==> config.mk <==
export PLATFORM = sky130hd
export DESIGN_NAME = icache
export DESIGN_NICKNAME = d
export VERILOG_FILES = /design/src/rtl/icache_pkg.sv /design/src/rtl/icache_array.sv /design/src/rtl/icache.sv
export SDC_FILE = /design/constraint.sdc
export NUM_CORES = 2
export LEC_CHECK = 0
export CORE_UTILIZATION = 25
export CTS_CLUSTER_DIAMETER = 150
export DETAILED_ROUTE_END_ITERATION = 16
export GPL_ROUTABILITY_DRIVEN = 0
export PLACE_DENSITY_LB_ADDON = 0.15
export SLEW_MARGIN = 10
export SYNTH_ARGS = -nofsm -noshare
export SYNTH_HDL_FRONTEND = slang
export SYNTH_SLANG_ARGS = --single-unit
==> constraint.sdc <==
create_clock -name clk -period 4.5 [get_ports clk]
set_input_delay 0.675 -clock clk [delete_from_list [all_inputs] [get_ports clk]]
set_output_delay 0.675 -clock clk [all_outputs]
set_load 0.005 [all_outputs]
==> src/rtl/icache_pkg.sv <==
`default_nettype none
// ============================================================================
// Module      : icache_pkg
// Description : Shared core constants for the instruction cache: word and
//               line geometry, address field positions and FSM encodings.
// Revision    : 1.0 - initial release
// ============================================================================
package icache_pkg;

  // Line geometry
  localparam int unsigned c_word_bits   = 32;
  localparam int unsigned c_line_words  = 4;

  // Address field positions: [1:0] byte-in-word, [3:2] word-in-line,
  // index starts at bit 4, tag occupies everything above the index.
  localparam int unsigned c_offset_lsb  = 2;
  localparam int unsigned c_offset_bits = 2;
  localparam int unsigned c_index_lsb   = c_offset_lsb + c_offset_bits;
  localparam int unsigned c_line_bits   = c_word_bits - c_index_lsb;

  // Refill controller states
  typedef enum logic [1:0] {
    ST_IDLE = 2'd0,
    ST_FILL = 2'd1,
    ST_DONE = 2'd2
  } state_t;

endpackage : icache_pkg
`default_nettype wire

==> src/rtl/icache_array.sv <==
`default_nettype none
// ============================================================================
// Module      : icache_array
// Description : Storage for the direct-mapped instruction cache: tag memory,
//               per-line valid bits and line data. One asynchronous read port
//               (addressed by lookup index/offset) and one synchronous write
//               port (refill word, optionally committing tag and valid).
// Ports       : clk, rst        - clock, synchronous active-high reset
//               rd_index/offset - lookup address; rd_valid/rd_tag/rd_word out
//               wr_en           - write wr_data into [wr_index][wr_offset]
//               wr_commit       - with wr_en: also write wr_tag, set valid
//               inval_all       - clear every valid bit
// Revision    : 1.0 - initial release
// ============================================================================
module icache_array
  import icache_pkg::*;
#(
  parameter int unsigned INDEX_BITS = 4,
  parameter int unsigned TAG_BITS   = 24
) (
  input  logic                     clk,
  input  logic                     rst,
  input  logic [INDEX_BITS-1:0]    rd_index,
  input  logic [c_offset_bits-1:0] rd_offset,
  output logic                     rd_valid,
  output logic [TAG_BITS-1:0]      rd_tag,
  output logic [c_word_bits-1:0]   rd_word,
  input  logic                     wr_en,
  input  logic                     wr_commit,
  input  logic [INDEX_BITS-1:0]    wr_index,
  input  logic [c_offset_bits-1:0] wr_offset,
  input  logic [c_word_bits-1:0]   wr_data,
  input  logic [TAG_BITS-1:0]      wr_tag,
  input  logic                     inval_all
);

  localparam int unsigned c_lines = 2 ** INDEX_BITS;

  logic [c_lines-1:0]     r_valid;
  logic [TAG_BITS-1:0]    r_tag  [c_lines];
  logic [c_word_bits-1:0] r_data [c_lines][c_line_words];

  // Only the valid bits are reset; tag/data contents are meaningless
  // until their valid bit is set by a completed refill.
  always_ff @(posedge clk) begin
    if (rst) begin
      r_valid <= '0;
    end else begin
      if (inval_all) begin
        r_valid <= '0;
      end
      if (wr_en && wr_commit) begin
        r_valid[wr_index] <= 1'b1;
      end
    end
  end

  always_ff @(posedge clk) begin
    if (wr_en) begin
      r_data[wr_index][wr_offset] <= wr_data;
      if (wr_commit) begin
        r_tag[wr_index] <= wr_tag;
      end
    end
  end

  assign rd_valid = r_valid[rd_index];
  assign rd_tag   = r_tag[rd_index];
  assign rd_word  = r_data[rd_index][rd_offset];

endmodule : icache_array
`default_nettype wire

==> src/rtl/icache.sv <==
`default_nettype none
// ============================================================================
// Module      : icache
// Description : Read-only direct-mapped instruction cache with a zero-latency
//               combinational hit path and a word-serial refill engine.
// Ports       : clk, rst          - clock, synchronous active-high reset
//               rd_req/rd_addr    - fetch request and byte address
//               rd_wait/rd_data   - stall flag and instruction word
//               flush             - single-cycle invalidate-all request
//               bus_req/bus_addr  - refill word request to memory
//               bus_ack/bus_rdata - refill word return
// Revision    : 1.0 - initial release
// ============================================================================
module icache
  import icache_pkg::*;
#(
  parameter int unsigned INDEX_BITS = 4,
  parameter int unsigned LINE_WORDS = c_line_words
) (
  input  logic                   clk,
  input  logic                   rst,
  input  logic [c_word_bits-1:0] rd_addr,
  input  logic                   rd_req,
  output logic                   rd_wait,
  output logic [c_word_bits-1:0] rd_data,
  input  logic                   flush,
  output logic                   bus_req,
  output logic [c_word_bits-1:0] bus_addr,
  input  logic                   bus_ack,
  input  logic [c_word_bits-1:0] bus_rdata
);

  localparam int unsigned c_tag_bits = c_line_bits - INDEX_BITS;
  localparam int unsigned c_cnt_bits = $clog2(LINE_WORDS);

  // Lookup address fields
  logic [INDEX_BITS-1:0]    w_index;
  logic [c_tag_bits-1:0]    w_tag;
  logic [c_offset_bits-1:0] w_offset;
  logic [1:0]               w_addr_unused;

  assign w_index       = rd_addr[c_index_lsb +: INDEX_BITS];
  assign w_tag         = rd_addr[c_word_bits-1 -: c_tag_bits];
  assign w_offset      = rd_addr[c_offset_lsb +: c_offset_bits];
  assign w_addr_unused = rd_addr[1:0];

  // Controller state
  state_t                 r_state,  w_state_nxt;
  logic [c_cnt_bits-1:0]  r_count,  w_count_nxt;
  logic                   r_flush_pending, w_flush_pending_nxt;
  logic [c_line_bits-1:0] r_miss_line, w_miss_line_nxt;

  // Array interface
  logic                   w_arr_valid;
  logic [c_tag_bits-1:0]  w_arr_tag;
  logic [c_word_bits-1:0] w_arr_word;
  logic                   w_wr_en;
  logic                   w_wr_commit;
  logic                   w_inval_all;
  logic                   w_hit;

  icache_array #(
    .INDEX_BITS (INDEX_BITS),
    .TAG_BITS   (c_tag_bits)
  ) u_array (
    .clk       (clk),
    .rst       (rst),
    .rd_index  (w_index),
    .rd_offset (w_offset),
    .rd_valid  (w_arr_valid),
    .rd_tag    (w_arr_tag),
    .rd_word   (w_arr_word),
    .wr_en     (w_wr_en),
    .wr_commit (w_wr_commit),
    .wr_index  (r_miss_line[INDEX_BITS-1:0]),
    .wr_offset (r_count),
    .wr_data   (bus_rdata),
    .wr_tag    (r_miss_line[c_line_bits-1 -: c_tag_bits]),
    .inval_all (w_inval_all)
  );

  // A lookup may only hit in IDLE when no invalidation is due on this edge:
  // a flush cycle, or the first IDLE cycle after a deferred flush, must not
  // serve data from lines that are about to be invalidated.
  assign w_hit = rd_req && (r_state == ST_IDLE) && !flush && !r_flush_pending
                 && w_arr_valid && (w_arr_tag == w_tag);

  assign rd_wait = !w_hit;
  assign rd_data = w_arr_word;

  // Line base plus word offset; the offset field of the line base is zero,
  // so concatenation is equivalent to the addition.
  assign bus_addr = {r_miss_line, r_count, {c_offset_lsb{1'b0}}};

  always_comb begin
    w_state_nxt         = r_state;
    w_count_nxt         = r_count;
    w_flush_pending_nxt = r_flush_pending;
    w_miss_line_nxt     = r_miss_line;
    w_wr_en             = 1'b0;
    w_wr_commit         = 1'b0;
    w_inval_all         = 1'b0;
    bus_req             = 1'b0;

    unique case (r_state)
      ST_IDLE: begin
        if (flush || r_flush_pending) begin
          w_inval_all         = 1'b1;
          w_flush_pending_nxt = 1'b0;
        end
        // A deferred flush takes this IDLE cycle for itself; the miss is
        // taken on the following cycle with all lines already invalid.
        if (rd_req && !w_hit && !r_flush_pending) begin
          w_state_nxt     = ST_FILL;
          w_miss_line_nxt = rd_addr[c_word_bits-1:c_index_lsb];
          w_count_nxt     = '0;
        end
      end

      ST_FILL: begin
        bus_req = 1'b1;
        if (flush) begin
          w_flush_pending_nxt = 1'b1;
        end
        if (bus_ack) begin
          w_wr_en     = 1'b1;
          w_count_nxt = r_count + 1'b1;
          if (r_count == c_cnt_bits'(LINE_WORDS - 1)) begin
            w_wr_commit = 1'b1;
            w_state_nxt = ST_DONE;
          end
        end
      end

      ST_DONE: begin
        if (flush) begin
          w_flush_pending_nxt = 1'b1;
        end
        w_state_nxt = ST_IDLE;
      end

      default: begin
        w_state_nxt = ST_IDLE;
      end
    endcase
  end

  always_ff @(posedge clk) begin
    if (rst) begin
      r_state         <= ST_IDLE;
      r_count         <= '0;
      r_flush_pending <= 1'b0;
    end else begin
      r_state         <= w_state_nxt;
      r_count         <= w_count_nxt;
      r_flush_pending <= w_flush_pending_nxt;
    end
  end

  // Only meaningful while a refill is outstanding; no reset needed.
  always_ff @(posedge clk) begin
    r_miss_line <= w_miss_line_nxt;
  end

endmodule : icache
`default_nettype wire
## After elaboration in Yosys (flattened, before gate mapping)

Memories as Yosys holds them, arrays and structs flattened.
Cells that the tools add are included.

- Flip-flop bits (word level): 49
- Memory bits (writable): 2432
- Input bits: 69
- Word-level logic and storage cells: 83
- Memories: 2

Memory list:

| name | words | width | rd ports | clocked after memory_dff | write ports | line | text |
|---|---|---|---|---|---|---|---|
| u_array.r_data | 16 | 128 | 1 | 0 | 1 | icache_array.sv:41 | `logic [c_word_bits-1:0] r_data [c_lines][c_line_words];` |
| u_array.r_tag | 16 | 24 | 1 | 0 | 1 | icache_array.sv:40 | `logic [TAG_BITS-1:0] r_tag [c_lines];` |

- $add $sub $neg: 1
- $lt $le $gt $ge: 6
- Equal/unequal tests: 9
- Mux-type cells: 35
- Bitwise logic cells: 3
- Reduce and logical (&&, ||, !) cells: 22

Operator list:

| kind | number |
|---|---|
| $mux W128 | 1 |
| $mux W32 | 3 |
| $bmux W32 S2 | 1 |
| $demux W32 S2 | 1 |
| $mux W16 | 3 |
| $eq A24 B24 Y1 | 1 |
| $mux W1 | 16 |
| $or A16 B16 Y16 | 1 |
| $logic_and A1 B1 Y1 | 10 |
| $lt A4 B5 Y1 const B | 2 |
| $mux W2 | 5 |
| $reduce_and A3 Y1 | 3 |
| $pmux W2 S2 | 2 |
| $ge A3 B3 Y1 const B | 2 |
| $ne A2 B1 Y1 const B | 3 |
| $not A2 Y3 | 2 |
| $bmux W1 S4 | 1 |
| $demux W1 S4 | 1 |
| $eq A2 B2 Y1 const B | 2 |
| $ge A4 B1 Y1 const B | 1 |
| $ne A2 B2 Y1 const B | 2 |
| $reduce_bool A2 Y1 | 2 |
| $logic_not A1 Y1 | 3 |
| $lt A3 B1 Y1 const B | 1 |
| other kinds (7) | 7 |

## Depth between registers and ports, before layout

- Word-level depth: 11
- Gate-level depth with buffers: 14
- Gate-level depth less buffers: 12

## Modules after synthesis

Synthesis repeated with hierarchy kept, for this count alone.

- Cell total of the unflattened synthesis: 4349
- Area total of the unflattened synthesis: 95212.6 um^2

Modules (own cells, without submodules):

| module | times used | cells each | area each (um^2) | sequential area each (um^2) |
|---|---|---|---|---|
| icache_array | 1 | 4215 | 93584.8 | 73350.3 |
| icache | 1 | 134 | 1627.8 | 940.9 |

## Worst setup path before layout

OpenSTA, ideal clock, no wires.

- Path kind: input port to flip-flop
- Start point: input port rd_addr[4]
- End point: register r_miss_line[0] (enable)
- Arrival time: 3.674 ns
- Setup slack: 0.413 ns
- Stages on the path: 14
- Path buffers: 5
- Cell sequence: buf_6 -> buf_4 -> buf_2 -> buf_2 -> buf_2 -> nand2_1 -> nand2_1 -> xor2_1 -> o22ai_1 -> nand4_1 -> nor4_4 -> inv_2 -> nand2_1 -> nor2_1

- Word-level cells in the longest chain between the ends: 8
- Elaborated cells between the ends (all ways): 10

RTL lines:

| what | line | text |
|---|---|---|
| start, declared | icache.sv:22 | `input logic [c_word_bits-1:0] rd_addr,` |
| parallel branches: the longest is 3 deep, another holds $mem_v2 Z16 W24 | - |  |
| $logic_and A1 B1 Y1 * | icache.sv:86 | `&& w_arr_valid && (w_arr_tag == w_tag);` |
| $logic_not A1 Y1 * | - |  |
| named net rd_wait | icache.sv:24 | `output logic rd_wait,` |
| $logic_and A1 B1 Y1 * (2 in a row) | icache.sv:113 | `if (rd_req && !w_hit && !r_flush_pending) begin` |
| $reduce_and A2 Y1 (no source line) * | - |  |
| end signal, assigned | icache.sv:162 | `r_miss_line <= w_miss_line_nxt;` |
| end, declared | icache.sv:51 | `logic [c_line_bits-1:0] r_miss_line, w_miss_line_nxt;` |

Mark *: on every way through the listed nets, which the timed path passes. The select of a mux whose other input is x is not followed.
A chain may end at the register's enable or synchronous reset.

## Final worst setup path

- Start point: input port rd_addr[4]
- End point: output port rd_data[14]

- Word-level cells in the longest chain between the ends: 4

RTL lines:

| what | line | text |
|---|---|---|
| $mem_v2 Z16 W128 | - |  |
| $bmux W32 S2 | icache_array.sv:69 | `assign rd_word = r_data[rd_index][rd_offset];` |
| $mux W32 (not written as such) (2 in a row) | icache_array.sv:69 |  |
| end, declared | icache.sv:25 | `output logic [c_word_bits-1:0] rd_data,` |

No other way between the ends. The select of a mux whose other input is x is not followed.

==> flow_metrics.env <==
export IMPL_rsz0062_at_grt="yes"
export IMPL_drt_wl_total_um=296600
export IMPL_rows=226
export IMPL_setup_viol=0
export IMPL_fp_dieW_um=618.7
export IMPL_track_usage=0.1533
export IMPL_ys_flop_type="edfxtp_1"
export IMPL_cts_buffer_depth=4
export IMPL_dieArea_um2=382800
export IMPL_yosysWarnings=0
export IMPL_firstDrtPassIters=6
export IMPL_vias=45160
export IMPL_ys_seq_area_frac=0.7814
export IMPL_drv_cap=0
export IMPL_critPathLaunchType="primary input"
export IMPL_fp_dieH_um=618.7
export IMPL_drt_antenna_violating_nets=0
export IMPL_drc=0
export IMPL_cts_tree="done"
export IMPL_core_um2=378600
export IMPL_min_period_ns=4.472
export IMPL_io_buffers=130
export IMPL_fin_setup_tns_ns=0
export IMPL_start_util=0.2511
export IMPL_wl_per_cell_um=30.28
export IMPL_overflow=0
export IMPL_viasPerCell=4.611
export IMPL_cp_max_fo=17
export IMPL_synth_async_reset_ratio=0
export IMPL_synth_seq_cells=2481
export IMPL_clock_sinks=2481
export IMPL_clockRootBuffer="clkbuf_16"
export IMPL_clkTransAtPathRegs_ns=0.05
export IMPL_vdd_ir_drop_max_mv=0.2937
export IMPL_cts_hold_buf=0
export IMPL_p_leak_nw=35.54
export IMPL_path_class="primary input to output port"
export IMPL_clock_latency_ns=0.92
export IMPL_grt_pass1_wl_um=408100
export IMPL_placedCellCount=9260
export IMPL_post_route_util=0.3047
export IMPL_area_growth_pct=21.32
export IMPL_antenna_found_initial=18
export IMPL_hold_viol=0
export IMPL_finalCritPeriodShare=0.9937
export IMPL_slew_headroom=0.1840
export IMPL_fin_skew_ns=0.04918
export IMPL_cp_required_ns=3.83
export IMPL_cp_end_kind="output port"
export IMPL_final_max_slew_violation_count=0
export IMPL_synth_edff_count=2460
export IMPL_drive_gt1_frac=0.3382
export IMPL_holdCritPathClass="primary input to flip-flop"
export IMPL_status="finished clean"
export IMPL_grt_max_degree=65
export IMPL_cts_buffers=294
export IMPL_hpwl_um=167600
export IMPL_max_freq_mhz=223.6
export IMPL_fin_cells=9794
export IMPL_power_density_nw_per_um2=440.3
export IMPL_tightest_slew_ns=1.224
export IMPL_dr_first_iter_drc_count=4004
export IMPL_syn_avg_cell_area_um2=24.04
export IMPL_syn_inst=3955
export IMPL_hold_slack_ns=0.3655
export IMPL_grt_pass1_vias=47900
export IMPL_synth_area_um2=95080
export IMPL_pin_count=135
export IMPL_critPathArrivalTime_ns=3.80
export IMPL_post_synth_num_cell_types=61
export IMPL_h_tree_depth=5
export IMPL_fin_nets=4622
## critical path, stage by stage
cell and delay (ns):
buf_16 0.22, buf_16 0.25, buf_12 0.23, buf_12 0.16, mux4_2 0.52, mux4_2 0.56
mux4_2 0.54, clkdlybuf4s50_1 0.55
## report_power, final
group | total, W | leakage (nW) | internal (W) | switching, W
clock network | 0.0226 | 4.39 | 0.0130 | 0.00960
registers | 0.0256 | 22.3 | 0.0255 | 0.0000938
logic | 0.00259 | 8.86 | 0.00115 | 0.00144
## metrics by stage
stage | power, W | worst slack (ns) | instance area [um^2]
finish | 0.05079 | 0.02814 | 115400
global route | 0.05245 | -0.01583 | 115300
CTS | 0.05155 | 0.01186 | 115300
detailed placement | 0.02873 | -0.1169 | 106100
global placement | 0.02871 | -0.1089 | 106100
floorplan | 0.02730 | 0.4128 | 95080
## registers in the layout, indices dropped and copies added (netlist names)
signal	flops
r_flush_pending	1
u_array.r_tag	384
u_array.r_data	2048
r_state	2
u_array.r_valid	16
r_count	2
r_miss_line	28
## routing by layer
| layer | global-route usage | up-vias | share of wire |
|---|---|---|---|
| met4 | 0.03695 | 2 | 0.022 |
| met1 | 0.2144 | 25430 | 0.45 |
| met3 | 0.02069 | 369 | 0.040 |
| met2 | 0.2519 | 1051 | 0.49 |
| met5 | 0 | - | 0.000044 |
| li1 | - | 18310 | - |
## synth_stat cells (all sizes together) (3+ instances only)
| master | n | area, um^2 |
|---|---|---|
| edfxtp | 2460 | 73870 |
| mux4 | 719 | 16190 |
| buf | 149 | 873.3 |
| nor2 | 111 | 416.7 |
| mux2i | 73 | 730.7 |
| nand2 | 67 | 251.5 |
| clkbuf | 61 | 229.0 |
| a21oi | 33 | 165.2 |
| nor2b | 24 | 150.1 |
| xor2 | 22 | 192.7 |
| dfxtp | 21 | 420.4 |
| a31oi | 20 | 125.1 |
| a211oi | 19 | 142.6 |
| a22oi | 16 | 120.1 |
| inv | 16 | 60.06 |
| mux2 | 14 | 157.7 |
| o21ai | 12 | 60.05 |
| o22ai | 12 | 75.07 |
| nand3 | 10 | 50.05 |
| xnor2 | 10 | 87.58 |
| a221oi | 7 | 61.31 |
| ha | 7 | 87.58 |
| nor3 | 7 | 35.03 |
| nor4 | 6 | 52.55 |
| nand2b | 5 | 31.28 |
| nand4 | 5 | 31.28 |
| and2 | 4 | 25.03 |
| o211ai | 4 | 30.03 |
| o221ai | 4 | 35.03 |
| a221o | 3 | 30.03 |
| a22o | 3 | 26.28 |
| and3 | 3 | 18.77 |
| o2111ai | 3 | 26.28 |
## layout make-up
class,instances,area (um^2)
fillers,36320,263300
flip-flops and latches,2481,74290
multi-input cells,1249,20320
clock buffers,362,7770
well taps,5016,6276
repair buffers,504,5370
clock inverters,157,1235
inverters,16,65.06
diodes,9,22.52
## cell usage in the layout, fill, tap and decap left out, types with 33 or more instances in the layout
master	instances
edfxtp_1	2460
mux4_2	719
clkbuf_16	301
buf_4	268
buf_12	104
clkinv_1	87
clkdlybuf4s50_1	84
nor2_4	81
mux2i_1	73
nand2_1	66
clkbuf_1	59
a21oi_1	33
clkinv_2	33
## repair_timing
item / 4_1_cts / 5_1_grt
gates resized for setup: 19 / 7
endpoints found under the hold margin: 0 / 0
setup endpoints to repair: 27 / 4
cloned: 0 / 1
setup buffers: 5 / 0
pin swaps: 8 / 0
## final timing paths
path,start,end,slack [ns],cells after the start
max,rd_addr[4],rd_data[14],0.03,8
min,bus_rdata[28],u_array.r_data[6][124],0.37,1
max reg2reg,u_array.r_tag[12][22],r_count[1],1.32,11
min reg2reg,u_array.r_valid[7],u_array.r_valid[7],0.49,2
## kinds of logic (layout without fill, tap and decap cells)
family	after synthesis	count (layout)	synth area share
AO/OA/AOI/OAI	154	154	0.01117
flip-flops	2481	2481	0.7814
multiplexers	806	806	0.1797
buffers and inverters	226	1039	0.01223
adder cells (fa/ha/maj)	7	7	0.0009211
XOR/XNOR	32	32	0.002948
other	1	11	0.00003944
AND/OR/NAND/NOR	248	248	0.01169
No activity file was read; power rests on OpenSTA's default activity.
